File: config.mk
export PLATFORM = sky130hd
export DESIGN_NAME = frog_pixel_gen
export DESIGN_NICKNAME = d
export VERILOG_FILES = /design/src/rtl/frog_pixel_gen.sv
export SDC_FILE = /design/constraint.sdc
export NUM_CORES = 1
export LEC_CHECK = 0
export BUFFER_PORTS_ARGS = -buffer_cell sky130_fd_sc_hd__buf_2
export CAP_MARGIN = 30
export CORE_ASPECT_RATIO = 1.5
export CORE_MARGIN = 5
export CORE_UTILIZATION = 48
export DETAILED_ROUTE_END_ITERATION = 16
export HOLD_SLACK_MARGIN = 0.1
export PLACE_DENSITY = 0.65
export SLEW_MARGIN = 20
export SYNTH_ARGS = -nofsm -noshare
export SYNTH_HDL_FRONTEND = slang
export SYNTH_SLANG_ARGS = --single-unit
File: constraint.sdc
create_clock -name clock -period 11.9 [get_ports clock]
set_input_delay 1.19 -clock clock [delete_from_list [all_inputs] [get_ports clock]]
set_output_delay 1.19 -clock clock [all_outputs]
set_load 0.005 [all_outputs]
File: src/rtl/frog_pixel_gen.sv
// Frogger game logic and pixel colour stage upstream of vga_driver.
// Colour is registered one clock after next_x/next_y.
module frog_pixel_gen #(
    parameter int GRID      = 40,
    parameter int START_COL = 7,
    parameter int START_ROW = 11,
    parameter int LIVES     = 3
) (
    input  logic       clock,
    input  logic       reset,
    input  logic       btn_up,
    input  logic       btn_down,
    input  logic       btn_left,
    input  logic       btn_right,
    input  logic [9:0] next_x,
    input  logic [9:0] next_y,
    output logic [7:0] color_out,
    output logic [3:0] frog_col,
    output logic [3:0] frog_row,
    output logic [1:0] lives,
    output logic [1:0] game_state
);

    typedef enum logic [1:0] {
        PLAY = 2'd0,
        WIN  = 2'd1,
        OVER = 2'd2
    } state_t;

    state_t     state;
    logic [3:0] btn;
    logic [3:0] sync1;
    logic [3:0] sync2;
    logic [3:0] prev;
    logic [3:0] rise;
    logic [3:0] pend;
    logic [9:0] car_x [4];
    logic       chk;
    logic       tick;
    logic       hit;
    logic       on_car;
    logic       road;
    logic [7:0] pix;
    logic [9:0] cell_x;
    logic [9:0] cell_y;
    logic [10:0] frog_px;

    assign game_state = state;
    assign btn  = {btn_right, btn_left, btn_down, btn_up};
    assign rise = sync2 & ~prev;
    assign tick = (next_x == 10'd0) && (next_y == 10'd480);

    assign cell_x  = next_x / 10'(GRID);
    assign cell_y  = next_y / 10'(GRID);
    assign frog_px = 11'(frog_col) * 11'(GRID);

    function automatic logic [3:0] lane_row(input int k);
        return 4'(9 - 2 * k);
    endfunction

    // Even lanes drift right, odd lanes left; speed is lane index + 1.
    function automatic logic [9:0] car_step(
        input logic [9:0] x,
        input int         k
    );
        logic [10:0] s;
        logic [10:0] w;
        s = 11'(k + 1);
        if (k % 2 == 0) begin
            w = {1'b0, x} + s;
            if (w >= 11'd640) w = w - 11'd640;
        end else if ({1'b0, x} < s) begin
            w = {1'b0, x} + 11'd640 - s;
        end else begin
            w = {1'b0, x} - s;
        end
        return w[9:0];
    endfunction

    always_comb begin
        hit = 1'b0;
        for (int k = 0; k < 4; k++) begin
            if (frog_row == lane_row(k)
                && {1'b0, car_x[k]} < frog_px + 11'(GRID)
                && frog_px < {1'b0, car_x[k]} + 11'(2 * GRID))
                hit = 1'b1;
        end
    end

    always_comb begin
        on_car = 1'b0;
        for (int k = 0; k < 4; k++) begin
            if (cell_y == 10'(lane_row(k))
                && next_x >= car_x[k]
                && {1'b0, next_x} < {1'b0, car_x[k]} + 11'(2 * GRID))
                on_car = 1'b1;
        end
        road = (cell_y == 10'd3) || (cell_y == 10'd5)
            || (cell_y == 10'd7) || (cell_y == 10'd9);
        if (next_x >= 10'd640 || next_y >= 10'd480)
            pix = 8'h00;
        else if (state == OVER)
            pix = 8'hE0;
        else if (state == WIN)
            pix = 8'h1C;
        else if (cell_x == 10'(frog_col) && cell_y == 10'(frog_row))
            pix = 8'hFC;
        else if (on_car)
            pix = 8'hE0;
        else if (cell_y == 10'd0)
            pix = 8'h03;
        else if (road)
            pix = 8'h49;
        else
            pix = 8'h10;
    end

    always_ff @(posedge clock or posedge reset) begin
        if (reset) begin
            color_out <= 8'h00;
            sync1     <= 4'd0;
            sync2     <= 4'd0;
            prev      <= 4'd0;
            pend      <= 4'd0;
            chk       <= 1'b0;
            state     <= PLAY;
            frog_col  <= 4'(START_COL);
            frog_row  <= 4'(START_ROW);
            lives     <= 2'(LIVES);
            for (int k = 0; k < 4; k++) car_x[k] <= 10'(k * 160);
        end else begin
            color_out <= pix;
            sync1     <= btn;
            sync2     <= sync1;
            prev      <= sync2;
            chk       <= tick && (state == PLAY);
            pend      <= tick ? rise : (pend | rise);

            // Checks run the cycle after cars and frog have moved.
            if (chk && state == PLAY) begin
                if (hit) begin
                    if (lives > 2'd1) begin
                        lives    <= lives - 2'd1;
                        frog_col <= 4'(START_COL);
                        frog_row <= 4'(START_ROW);
                    end else begin
                        lives <= 2'd0;
                        state <= OVER;
                    end
                end else if (frog_row == 4'd0) begin
                    state <= WIN;
                end
            end

            if (tick) begin
                if (state == PLAY) begin
                    if (pend[0]) begin
                        if (frog_row != 4'd0) frog_row <= frog_row - 4'd1;
                    end else if (pend[1]) begin
                        if (frog_row != 4'd11) frog_row <= frog_row + 4'd1;
                    end else if (pend[2]) begin
                        if (frog_col != 4'd0) frog_col <= frog_col - 4'd1;
                    end else if (pend[3]) begin
                        if (frog_col != 4'd15) frog_col <= frog_col + 4'd1;
                    end
                    for (int k = 0; k < 4; k++)
                        car_x[k] <= car_step(car_x[k], k);
                end else if (|pend) begin
                    sync1    <= 4'd0;
                    sync2    <= 4'd0;
                    prev     <= 4'd0;
                    pend     <= 4'd0;
                    state    <= PLAY;
                    frog_col <= 4'(START_COL);
                    frog_row <= 4'(START_ROW);
                    lives    <= 2'(LIVES);
                    for (int k = 0; k < 4; k++) car_x[k] <= 10'(k * 160);
                end
            end
        end
    end

endmodule

## Yosys cells after proc, flatten, opt, wreduce, memory -nomap -nowiden

Cells that the tools add are included.
W data, S select, Z words.

- Add/subtract/negate cells: 20
- Multiply operators: 1
- Divide/modulo/power cells: 2
- Order comparisons: 23
- Equality and inequality tests: 15
- Muxes and demuxes: 69
- Bitwise gates (word level): 3
- Reduce and logical (&&, ||, !) cells: 33

Operator list:

| kind | number |
|---|---|
| $mux W4 | 35 |
| $lt A10 B11 Y1 | 12 |
| $mux W40 | 2 |
| $add A10 B7 Y11 const B | 4 |
| $ge A10 B10 Y1 | 4 |
| $mux W10 | 4 |
| $mux W8 | 5 |
| $mux W2 | 13 |
| $ge A11 B10 Y1 const B | 2 |
| $add A10 B10 Y10 const B | 2 |
| $div A10 B6 Y10 const B | 2 |
| $eq A10 B3 Y1 const B | 2 |
| $eq A10 B4 Y1 | 2 |
| $logic_and A1 B1 Y1 | 20 |
| $logic_not A10 Y1 | 2 |
| $sub A10 B10 Y10 const B | 2 |
| $sub A10 B2 Y10 const B | 2 |
| $sub A10 B3 Y10 const B | 2 |
| $mux W7 | 2 |
| $add A10 B1 Y11 const B | 1 |
| $add A10 B2 Y11 const B | 1 |
| $add A10 B6 Y11 const B | 1 |
| $eq A10 B2 Y1 const B | 1 |
| $eq A10 B4 Y1 const B | 1 |
| 27 further kinds | 42 |

- Flip-flop bits (word level): 77
- Output and inout port bits: 20

## Longest topological paths before layout

Gate-level depths: netlist of the first run.

- Depth after elaboration: 18
- Depth in mapped cells: 14
- Depth with buffers taken out: 14

## Least setup slack after synthesis of the first run

No wires, ideal clock.

- Kind: flip-flop to flip-flop
- Start: register frog_col[1]
- End: register frog_col[3]
- Library setup time: 0.120 ns
- Arrival time: 3.685 ns
- Required time: 11.780 ns
- Setup slack: 8.095 ns
- Cell stages (with the launch flop): 14
- Path buffers: 0
- Clock period less this slack: 3.805 ns
- Path through: dfstp_2 -> ha_1 -> ha_1 -> fa_1 -> xor2_1 -> o2111ai_1 -> xor2_1 -> ha_1 -> a2111o_1 -> a31oi_1 -> o2111ai_1 -> o32ai_1 -> o21ai_1 -> a31o_2

- Longest elaborated chain between the ends: 18
- Elaborated cells on any way between the ends: 37

Ends and longest elaborated chain:

| item | RTL line | source |
|---|---|---|
| start, declared | 18 | `output logic [3:0] frog_col,` |
| start signal, assigned | 127 | `frog_col <= 4'(START_COL);` |
| start signal, assigned | 144 | `frog_col <= 4'(START_COL);` |
| start signal, assigned | 162 | `if (frog_col != 4'd0) frog_col <= frog_col - 4'd1;` |
| $mul A4 B3 Y7 | 55 | `assign frog_px = 11'(frog_col) * 11'(GRID);` |
| $add A10 B6 Y11 | 84 | `&& {1'b0, car_x[k]} < frog_px + 11'(GRID)` |
| $lt A10 B11 Y1 | 84 |  |
| $logic_and A1 B1 Y1 | 84 |  |
| $logic_and A1 B1 Y1 | 85 | `&& frog_px < {1'b0, car_x[k]} + 11'(2 * GRID))` |
| $mux W1 (4 in series) | 83 | `if (frog_row == lane_row(k)` |
| $mux W4 | 141 | `if (hit) begin` |
| $mux W4 | 140 | `if (chk && state == PLAY) begin` |
| $mux W4 | 164 | `if (frog_col != 4'd15) frog_col <= frog_col + 4'd1;` |
| $mux W4 | 163 | `end else if (pend[3]) begin` |
| $mux W4 | 161 | `end else if (pend[2]) begin` |
| $mux W4 | 159 | `end else if (pend[1]) begin` |
| $mux W4 | 157 | `if (pend[0]) begin` |
| $mux W4 | 156 | `if (state == PLAY) begin` |
| $mux W4 * | 155 | `if (tick) begin` |

Mark *: on every way between the ends. The rest lies on a longest branch, timed or not.
A chain may end at the register's enable or synchronous reset.

## Worst setup path in the final report of the first run

- Start: register frog_col[3]
- End: register frog_col[1]

The elaborated chain is that of the path after synthesis.

==> results.md, run 1 <==
- R2R Setup Slk: 7.25 ns
- Seq cells post-synth: 73
- RSZ-0062 raised after global routing: no
- Rel. slew slack: 48.62%
- Mapped Cells: 979
- Final setup violating endpoints: 0
- CTS max path bufs: 2
- First-pass GRT wire length: 40160 um
- Total number of vias: 7640
- Initial Utilization: 48.84%
- Total power: 0.6638 mW
- Clock latency on the worst-skew pair: 0.34 ns
- Inserted Clock Buffers: 9
- Worst r2r src: frog_col[3]
- Most common cell after layout, fill and taps aside: ha_1
- Reg2Reg Depth: 14
- RR Endpoint: frog_col[1]
- Gpl congestion: 0.9618
- EDFF count, synth: 0
- Detail Route Antenna Nets: 0
- Unique cell type count in the Yosys netlist: 80
- # rows: 58
- Worst Tran Pin Value: 0.7649 ns
- Setup TNS: 0 ns
- Core region area: 16840 um2
- CP Launch Type: flop
- CTS Sinks: 73
- Die height: 170.3 um
- Worst Skew: 0.008251 ns
- Fmax: 215.2 MHz
- Total congestion overflow: 0
- Clock tree root buffer cell: clkbuf_16
- Pwr dens: 74.41 nW/um2
- CTS tree: yes
- Most frequent cells in the layout: ha_1 (142), o21ai_0 (81), inv_1 (64)
- Fin nets: 1168
- Area taken by flip-flops and latches: 1847 um2
- Multi-input logic area: 5936 um2
- Status: finished, final reports clean
- Post-Syn Nets: 1148
- Peak VDD IR: 0.00008117 V
- Die area: 19900 um2
- Synthesized area per cell: 8.399 um2
- Critical path origin: frog_col[3]
- Critical path class: reg -> reg
- Drt via density: 6.293
- Fin crit share: 39.04%
- Layout cells sized above 1: 10.36%
- Post-DP HPWL: 18860 um
- Critical path endpoint category: flop
- Type of the most critical hold path: reg -> reg
- WL final: 25080 um
- Worst Path Required: 12.13 ns
- Cts repair resizes: 0
- Leakage: 4.002 nW
- Sequential cell area fraction in the yosys report: 22.46%
- DR pass1 iterations: 7
- CTS H-tree depth: 3
- Largest net degree at the start of global routing: 39
- Total track usage: 25.79%
- Initial DRC count: 602
- Critical path peak fanout: 16
- Fin crit period: 4.646 ns
- Max-cap viol count: 0
- Ys flop type: dfrtp_1
- Die width: 116.9 um
- PortBufs: 45
- Async S/R FF share, synth: 100.0%
- DR WL/cell: 20.66 um
- Area growth, synth to finish: 8.475%
- Critical Path End: frog_col[1]
- Ant. Diodes: 0
- Postcts setup bufs: 0
- Critical Path AT: 4.87 ns
- DRC: 0
- Clock transition at the registers of the reported paths: 0.07 ns
- Hold Buf Count CTS: 0
- Fillers: 1607
- Fin. Hold Viols: 0
- Vias in the first global route: 7449
- Initial antenna violation count: 0
- Mapped cell area: 8223 um2
- Slew Limit Fails: 0
- IO Count: 46
- YS warnings: 0
## flip-flops by register name (all words and copies together), names as in the netlist
register,flops
sync1,4
game_state,2
frog_col,4
chk,1
car_x,37
sync2,4
frog_row,4
lives,2
color_out,7
pend,4
prev,4
## cells in the mapped netlist, types with 11 or more instances
| cell | instances | area [um2] |
|---|---|---|
| nor2_1 | 53 | 198.9 |
| o21a_1 | 22 | 165.2 |
| ha_1 | 142 | 1777 |
| xnor2_1 | 35 | 306.5 |
| nor3_1 | 33 | 165.2 |
| and2_1 | 14 | 87.58 |
| o21ai_0 | 81 | 405.4 |
| inv_1 | 65 | 244.0 |
| a21o_1 | 16 | 120.1 |
| nor2b_1 | 16 | 100.1 |
| nand2_1 | 54 | 202.7 |
| o2111ai_1 | 15 | 131.4 |
| dfrtp_1 | 57 | 1426 |
| nand3_1 | 32 | 160.2 |
| dfstp_2 | 16 | 420.4 |
| o211ai_1 | 13 | 97.59 |
| nand2b_1 | 27 | 168.9 |
| xor2_1 | 12 | 105.1 |
| o22ai_1 | 15 | 93.84 |
| clkbuf_1 | 27 | 101.4 |
| nand4_1 | 11 | 68.82 |
| a21oi_1 | 47 | 235.2 |
| and3_1 | 11 | 68.82 |
## critical path, stage by stage (launching register included)
cell	delay, ns
dfrtp_1	0.70
ha_1	0.35
ha_1	0.23
fa_1	0.38
xor2_1	0.62
o2111ai_1	0.23
xor2_1	0.35
ha_1	0.23
nor2_1	0.05
a21oi_1	0.13
o211a_1	0.17
a211o_1	0.13
o21ai_0	0.12
o21ai_1	0.62
a22oi_1	0.21
## worst min path at each step
stage               to    start  depth (start not counted)
2_1_floorplan  pend[2]  prev[2]                          1
3_3_place_gp   pend[2]  prev[2]                          1
3_5_place_dp   pend[2]  prev[2]                          1
4_1_cts        pend[2]  prev[2]                          1
5_1_grt        pend[2]  prev[2]                          1
6_report       pend[2]  prev[2]                          1
## power by group
part	switching, mW	internal, mW	leakage, nW	total, mW
logic	0.0535	0.0314	3.01	0.0850
registers	0.000610	0.251	0.824	0.252
clock network	0.121	0.206	0.163	0.327
## cell families after synthesis
family | share of synthesized area (%)
AND/OR/NAND/NOR | 19.55
AO/OA/AOI/OAI | 24.45
adder cells (fa/ha/maj) | 21.85
XOR/XNOR | 5.006
buffers and inverters | 5.402
flip-flops | 22.46
multiplexers | 1.278
## layout make-up
| class | instances | area share [%] |
|---|---|---|
| clock buffers | 10 | 2.567 |
| multi-input cells | 798 | 66.55 |
| clock inverters | 6 | 1.290 |
| well taps | 210 | 2.946 |
| inverters | 67 | 2.819 |
| flip-flops and latches | 73 | 20.70 |
| repair buffers | 50 | 3.128 |
## per-stage QoR
stage / setup WS (ns) / utilization, % / area (um2) / hold slack [ns] / instances
2_1_floorplan: 8.095 / - / 8223 / 0.3988 / 979
3_3_place_gp: 7.398 / 50.75 / 8544 / 0.4141 / 1196
3_5_place_dp: 7.400 / 50.94 / 8576 / 0.4185 / 1198
4_1_cts: 7.378 / 52.98 / 8920 / 0.4384 / 1214
5_1_grt: 6.902 / 52.98 / 8920 / 0.4487 / 1214
6_report: 7.254 / 52.98 / 8920 / 0.4353 / 1214
## routing by layer
metal | global-route usage (%) | up-vias | wire [um]
met1 | 30.24 | 3650 | 9816
li1 | - | 3682 | -
met4 | 12.87 | 0 | 1330
met3 | 3.273 | 66 | 1282
met5 | 0 | - | 0
met2 | 45.38 | 242 | 12650
Power figures use the tool's default switching activity.
==> run 2: changes to the inputs <==
--- a/config.mk
+++ b/config.mk
@@ -12,7 +12,7 @@
 export CORE_UTILIZATION = 48
 export DETAILED_ROUTE_END_ITERATION = 16
 export HOLD_SLACK_MARGIN = 0.1
-export PLACE_DENSITY = 0.65
+export PLACE_DENSITY = 0.68
 export SLEW_MARGIN = 20
 export SYNTH_ARGS = -nofsm -noshare
 export SYNTH_HDL_FRONTEND = slang
==> constraint.sdc (replaced) <==
create_clock -name clock -period 3.85 [get_ports clock]
set_input_delay 0.385 -clock clock [delete_from_list [all_inputs] [get_ports clock]]
set_output_delay 0.385 -clock clock [all_outputs]
set_load 0.005 [all_outputs]
==> run 2 against run 1 <==
Compared with the run above: clock skew is essentially flat; setup slack worse by 7.1 ns; power rose to 2.8 times the previous value; fmax increased by 25%.
==> results.md, run 2 (synthesis gave the netlist of run 1 again) <==
- Fin crit period: 3.704 ns (-0.9420 ns)
- Total congestion overflow: 0 (unchanged)
- Rel. slew slack: 35.44% (-13 points)
- Die area: 19900 um2 (unchanged)
- Max-cap viol count: 0 (unchanged)
- Ant. Diodes: 0 (unchanged)
- Critical path's slowest cell: fa_2
- Final setup violating endpoints: 0 (unchanged)
- Fin nets: 1191 (+2.0%)
- DRC: 0 (unchanged)
- Status: finished, final reports clean
- Initial Utilization: 48.84% (unchanged)
- Slew Limit Fails: 0 (unchanged)
- DR pass1 iterations: 6 (-1)
- CP top delay family: adder cells
- PortBufs: 45 (unchanged)
- Critical Path AT: 3.95 ns (-0.92 ns)
- CTS H-tree depth: 3 (unchanged)
- Placed cells: 1220 (+1.8%)
- Leakage: 4.078 nW (+1.9%)
- Fin crit share: 96.21% (+57 points)
- First-pass GRT wire length: 40500 um (+0.86%)
- Worst Tran Pin Value: 0.9648 ns (+0.1999 ns)
- IO Count: 46 (unchanged)
- Clock transition at the registers of the reported paths: 0.07 ns (about the same)
- Critical path class: reg -> reg
- Multi-input logic area: 5961 um2 (+0.42%)
- Total track usage: 25.92% (+0.13 points)
- Worst Path Required: 4.09 ns (-8.04 ns)
- Worst Skew: 0.008245 ns (-0.000005910 ns)
- Type of the most critical hold path: in -> reg
- Worst-path cell chain: ha_1 > ha_1 > fa_2 > o2111ai_1 > xor2_1 > buf_4 > ha_1 > a2111o_1 > a31oi_2 > o2111ai_2 > o32ai_2 > o21ai_1 > buf_4 > a31o_2
- Pre-CTS WS: 0.04824 ns (-7.352 ns)
- Most frequent cells in the layout: ha_1 (142), o21ai_0 (79), inv_1 (64)
- Non-filler cells, final: 1237 (+1.9%)
- Most common cell after layout, fill and taps aside: ha_1
- Vias in the first global route: 7656 (+2.8%)
- Post-DP HPWL: 19230 um (+2.0%)
- Critical path's largest stage delay: 0.63 ns (-0.07 ns)
- CTS max path bufs: 2 (unchanged)
- Fin. Hold Viols: 0 (unchanged)
- # rows: 58 (unchanged)
- Critical path endpoint category: flop
- Area taken by flip-flops and latches: 1847 um2 (unchanged)
- Buffers & Inverters on Critical Path: 2 (+2)
- CP Launch Type: flop
- Design Area, Final: 9045 um2 (+1.4%)
- Clock latency on the worst-skew pair: 0.35 ns (about the same)
- Gpl congestion: 0.8842 (-8.1%)
- Peak VDD IR: 0.0002216 V (+170%)
- Clock tree root buffer cell: clkbuf_16
- Fillers: 1596 (-0.68%)
- Largest net degree at the start of global routing: 42 (+7.7%)
- Total number of vias: 7685 (+0.59%)
- Critical path peak fanout: 8 (-8)
- CTS Sinks: 73 (unchanged)
- Fmax: 270.0 MHz (+25%)
- Max reg flops: 37 (unchanged)
- Postcts setup bufs: 0 (unchanged)
- Drt via density: 6.213 (-1.3%)
- Initial antenna violation count: 0 (unchanged)
- DR WL/cell: 20.14 um (-2.5%)
- Top reg by flops: car_x
- Area growth, synth to finish: 9.997%
- Critical Path Most Common Cell: ha_1
- Largest registers: car_x: 37 flops, color_out: 7 flops
- Setup ws final: 0.1458 ns (-7.108 ns)
- Initial DRC count: 651 (+8.1%)
- Die width: 116.9 um (unchanged)
- Dpl cell area: 8721 um2 (+1.7%)
- WL final: 24910 um (-0.67%)
- Layout cells sized above 1: 12.85% (+2.5 points)
- Detail Route Antenna Nets: 0 (unchanged)
- CTS tree: yes
- Inserted Clock Buffers: 9 (unchanged)
- Die height: 170.3 um (unchanged)
- Pwr dens: 207.2 nW/um2 (+180%)
- Core region area: 16840 um2 (unchanged)
[run 2: cell types whose count changed in the layout (fill, tap and decap cells not counted), sizes merged]
cell         change
clkinv           -1
buf             +22
inv              +3
clkbuf           -1
bufinv           -3
clkinvlp         +2
dlygate4sd3      +1
[run 2: worst reg2reg max path: cells and delay by family (launching register included)]
kind	cells	cell delay (ns)
XOR/XNOR	1	0.20
flip-flops	1	0.53
AO/OA/AOI/OAI	7	1.26
buffers and inverters	2	0.34
adder cells (fa/ha/maj)	4	1.27
[run 2: worst paths after layout]
kind                            cells past startpoint  slack [ns]           to   startpoint
max in group asynchronous                           4        2.57    car_x[27]        reset
worst min-delay path                                2        0.24     sync1[2]     btn_left
min in group asynchronous                           3        0.48     car_x[4]        reset
worst min register to register                      1        0.42      pend[2]      prev[2]
worst max-delay path                               14        0.15  frog_row[2]  frog_col[1]
worst max register to register                     14        0.15  frog_row[2]  frog_col[1]
[run 2: timing repair]
| action | 4_1_cts | 5_1_grt |
|---|---|---|
| hold buffers | 1 | 0 |
| gates resized for setup | 0 | 8 |
| endpoints found under the hold margin | 4 | 0 |
| setup endpoints to repair | 0 | 10 |
[run 2: final cells by class]
| type | count | share of cell area, % |
|---|---|---|
| multi-input combinational | 798 | 65.90 |
| inverter | 67 | 2.780 |
| tap | 210 | 2.905 |
| sequential | 73 | 20.42 |
| clock buffer | 9 | 2.490 |
| clock inverter | 7 | 0.6640 |
| timing repair buffer | 73 | 4.842 |
[run 2: power breakdown]
| group | total [mW] | internal, mW | switching, mW |
|---|---|---|---|
| Sequential | 0.778 | 0.776 | 0.00180 |
| Clock | 0.836 | 0.448 | 0.388 |
| Combinational | 0.260 | 0.0975 | 0.163 |
[run 2: through the flow]
stage | setup TNS, ns | util [%] | power [mW] | hold slack (ns)
final | 0 | 53.72 | 1.874 | 0.2387
after global routing | -0.005627 | 53.72 | 1.945 | 0.2515
after CTS | 0 | 53.55 | 1.882 | 0.2373
after detailed placement | 0 | 51.80 | 1.050 | 0.3092
after global placement | 0 | 51.80 | 1.046 | 0.3064
after floorplan | 0 | - | 0.9678 | 0.3988
[run 2: layer usage]
metal  GRT usage [%]  vias to the layer above  share of wire (%)  wire, um
li1                -                     3734                  -         -
met1           31.10                     3660                 41     10170
met2           44.02                      220                 49     12200
met3           2.917                       71                3.9       961
met4           15.07                        0                6.3      1579
met5               0                        -                  0         0
==> run 3: changes to the inputs <==
--- a/config.mk
+++ b/config.mk
@@ -13,6 +13,7 @@
 export DETAILED_ROUTE_END_ITERATION = 16
 export HOLD_SLACK_MARGIN = 0.1
 export PLACE_DENSITY = 0.68
+export RECOVER_POWER = 50
 export SLEW_MARGIN = 20
 export SYNTH_ARGS = -nofsm -noshare
 export SYNTH_HDL_FRONTEND = slang
==> run 3 against run 2 <==
Compared with the run above: the flow now finishes with violations (capacitance limit, slew limit); setup slack improved by 0.0011 ns; cell area is 0.12% lower; sequential share of layout area is essentially flat; via count is 0.49% higher; global-route usage is the same; sequential cell count did not move; combinational power barely moved; utilization down 0.067 points; sequential power is essentially flat; power is 0.16% lower; final cell count unchanged; clock-buffer cell count unchanged; largest power group unchanged; highest routed layer unchanged.
==> results.md, run 3 (synthesis gave the netlist of run 1 again) <==
- Fin. Hold Viols: 0 (unchanged)
- Fin crit share: 96.18% (about the same)
- Die width: 116.9 um (unchanged)
- DRC: 0 (unchanged)
- CTS H-tree depth: 3 (unchanged)
- Worst Tran Pin Value: 2.205 ns (+1.240 ns)
- CTS Sinks: 73 (unchanged)
- PortBufs: 45 (unchanged)
- Initial Utilization: 48.84% (unchanged)
- Largest net degree at the start of global routing: 42 (unchanged)
- Critical path peak fanout: 8 (unchanged)
- Fin crit period: 3.703 ns (-0.001148 ns)
- Area growth, synth to finish: 9.860%
- Die area: 19900 um2 (unchanged)
- Die height: 170.3 um (unchanged)
- Critical path class: reg -> reg
- Initial DRC count: 642 (-1.4%)
- Clock share of power: 44.6% (about the same)
- Rel. slew slack: -46.98% (-82 points)
- Design Area, Final: 9034 um2 (-0.12%)
- CTS max path bufs: 2 (unchanged)
- WL final: 24850 um (-0.24%)
- Most frequent cells in the layout: ha_1 (142), o21ai_0 (79), inv_1 (65)
- Slew Limit Fails: 42 (+42)
- Clock latency on the worst-skew pair: 0.35 ns (about the same)
- # rows: 58 (unchanged)
- Pwr dens: 207.1 nW/um2 (about the same)
- Worst Skew: 0.009949 ns (+0.001704 ns)
- Max-cap viol count: 1 (+1)
- CP Launch Type: flop
- Most common cell after layout, fill and taps aside: ha_1
- Fin nets: 1191 (unchanged)
- Detail Route Antenna Nets: 0 (unchanged)
- Inserted Clock Buffers: 9 (unchanged)
- Total number of vias: 7723 (+0.49%)
- Non-filler cells, final: 1237 (unchanged)
- Largest registers: car_x: 37 flops, color_out: 7 flops
- Critical Path AT: 3.94 ns (about the same)
- Postcts setup bufs: 0 (unchanged)
- Initial antenna violation count: 0 (unchanged)
- Top reg by flops: car_x
- DR pass1 iterations: 6 (unchanged)
- Gpl congestion: 0.8842 (unchanged)
- Ant. Diodes: 0 (unchanged)
- First-pass GRT wire length: 40500 um (unchanged)
- Max reg flops: 37 (unchanged)
- Leakage: 4.059 nW (-0.46%)
- Final setup violating endpoints: 0 (unchanged)
- Total congestion overflow: 0 (unchanged)
- Dpl cell area: 8721 um2 (unchanged)
- Clock tree root buffer cell: clkbuf_16
- Comb power frac: 13.8% (about the same)
- Worst Path Required: 4.09 ns (about the same)
- Placed cells: 1220 (unchanged)
- Vias in the first global route: 7656 (unchanged)
- Flop pwr share: 41.6% (about the same)
- Layout cells sized above 1: 12.07% (-0.78 points)
- Critical path endpoint category: flop
- Type of the most critical hold path: in -> reg
- DR WL/cell: 20.09 um (-0.24%)
- Sw Pwr: 0.5503 mW (-0.33%)
- Status: complete, but fails checks
- Drt via density: 6.243 (+0.49%)
- Int Power: 1.321 mW (about the same)
- Total track usage: 25.92% (unchanged)
- Switching portion of total power: 29.41% (-0.050 points)
- Post-DP HPWL: 19230 um (unchanged)
- IO Count: 46 (unchanged)
- Clock transition at the registers of the reported paths: 0.07 ns (about the same)
- CTS tree: yes
- Fmax: 270.0 MHz (about the same)
- Violated checks: capacitance limit, slew limit
- Peak VDD IR: 0.0002216 V (about the same)
- Core region area: 16840 um2 (unchanged)
==> run 3: routing by layer <==
| metal | GRT usage, % | wire, um | part of all wire, % |
|---|---|---|---|
| met4 | 15.07 | 1629 | 6.6 |
| met3 | 2.917 | 950 | 3.8 |
| met5 | 0 | 0 | 0 |
| met2 | 44.02 | 12170 | 49 |
| met1 | 31.10 | 10090 | 41 |
==> run 3: area by class of cell <==
class                           count  area, um2
Fill cell                        1600       7802
Multi-Input combinational cell    798       5961
Sequential cell                    73       1847
Timing Repair Buffer               73      426.7
Tap cell                          210      262.8
Inverter                           67      251.5
Clock buffer                        9      225.2
Clock inverter                      7      60.06
==> run 3: stage by stage <==
stage	util [%]	power [mW]	TNS, ns	hold WS, ns	setup WS (ns)
after floorplan	-	0.9678	0	0.3988	0.04460
after detailed placement	51.80	1.050	0	0.3092	0.04824
after global placement	51.80	1.046	0	0.3064	0.08996
after global routing	53.66	1.943	-0.005624	0.2515	-0.005624
after CTS	53.55	1.882	0	0.2373	0.02587
final	53.66	1.871	0	0.2406	0.1469
==> run 3: repair_timing <==
action | in CTS | in global routing
setup endpoints to repair | 0 | 10
gates resized for setup | 0 | 8
endpoints found under the hold margin | 4 | 0
hold buffers | 1 | 0
==> run 3: power groups by stage <==
| stage | logic (mW) | registers (mW) | clock network [mW] |
|---|---|---|---|
| global placement | 0.254 | 0.792 | 0 |
| global route | 0.290 | 0.779 | 0.874 |
| finish | 0.258 | 0.778 | 0.835 |
| detailed placement | 0.258 | 0.792 | 0 |
| CTS | 0.260 | 0.778 | 0.844 |
| floorplan | 0.176 | 0.792 | 0 |
==> run 3: critical path, cell delays in order, from the launching register on <==
cell       delay [ns]
dfstp_2          0.53
ha_1             0.22
ha_1             0.24
fa_2             0.63
o2111ai_1        0.14
xor2_1           0.20
buf_4            0.17
ha_1             0.18
a2111o_1         0.30
a31oi_2          0.17
o2111ai_2        0.14
o32ai_2          0.16
o21ai_1          0.11
buf_4            0.17
a31o_2           0.23
==> run 3: worst paths after layout <==
| kind | from | to | slack, ns | cells after the start |
|---|---|---|---|---|
| setup / recovery | frog_col[1] | frog_row[2] | 0.15 | 14 |
| hold / removal | btn_left | sync1[2] | 0.24 | 2 |
| setup reg to reg | frog_col[1] | frog_row[2] | 0.15 | 14 |
| hold reg to reg | prev[2] | pend[2] | 0.42 | 1 |
| max in group asynchronous | reset | car_x[24] | 0.90 | 4 |
| min in group asynchronous | reset | car_x[23] | 0.54 | 3 |
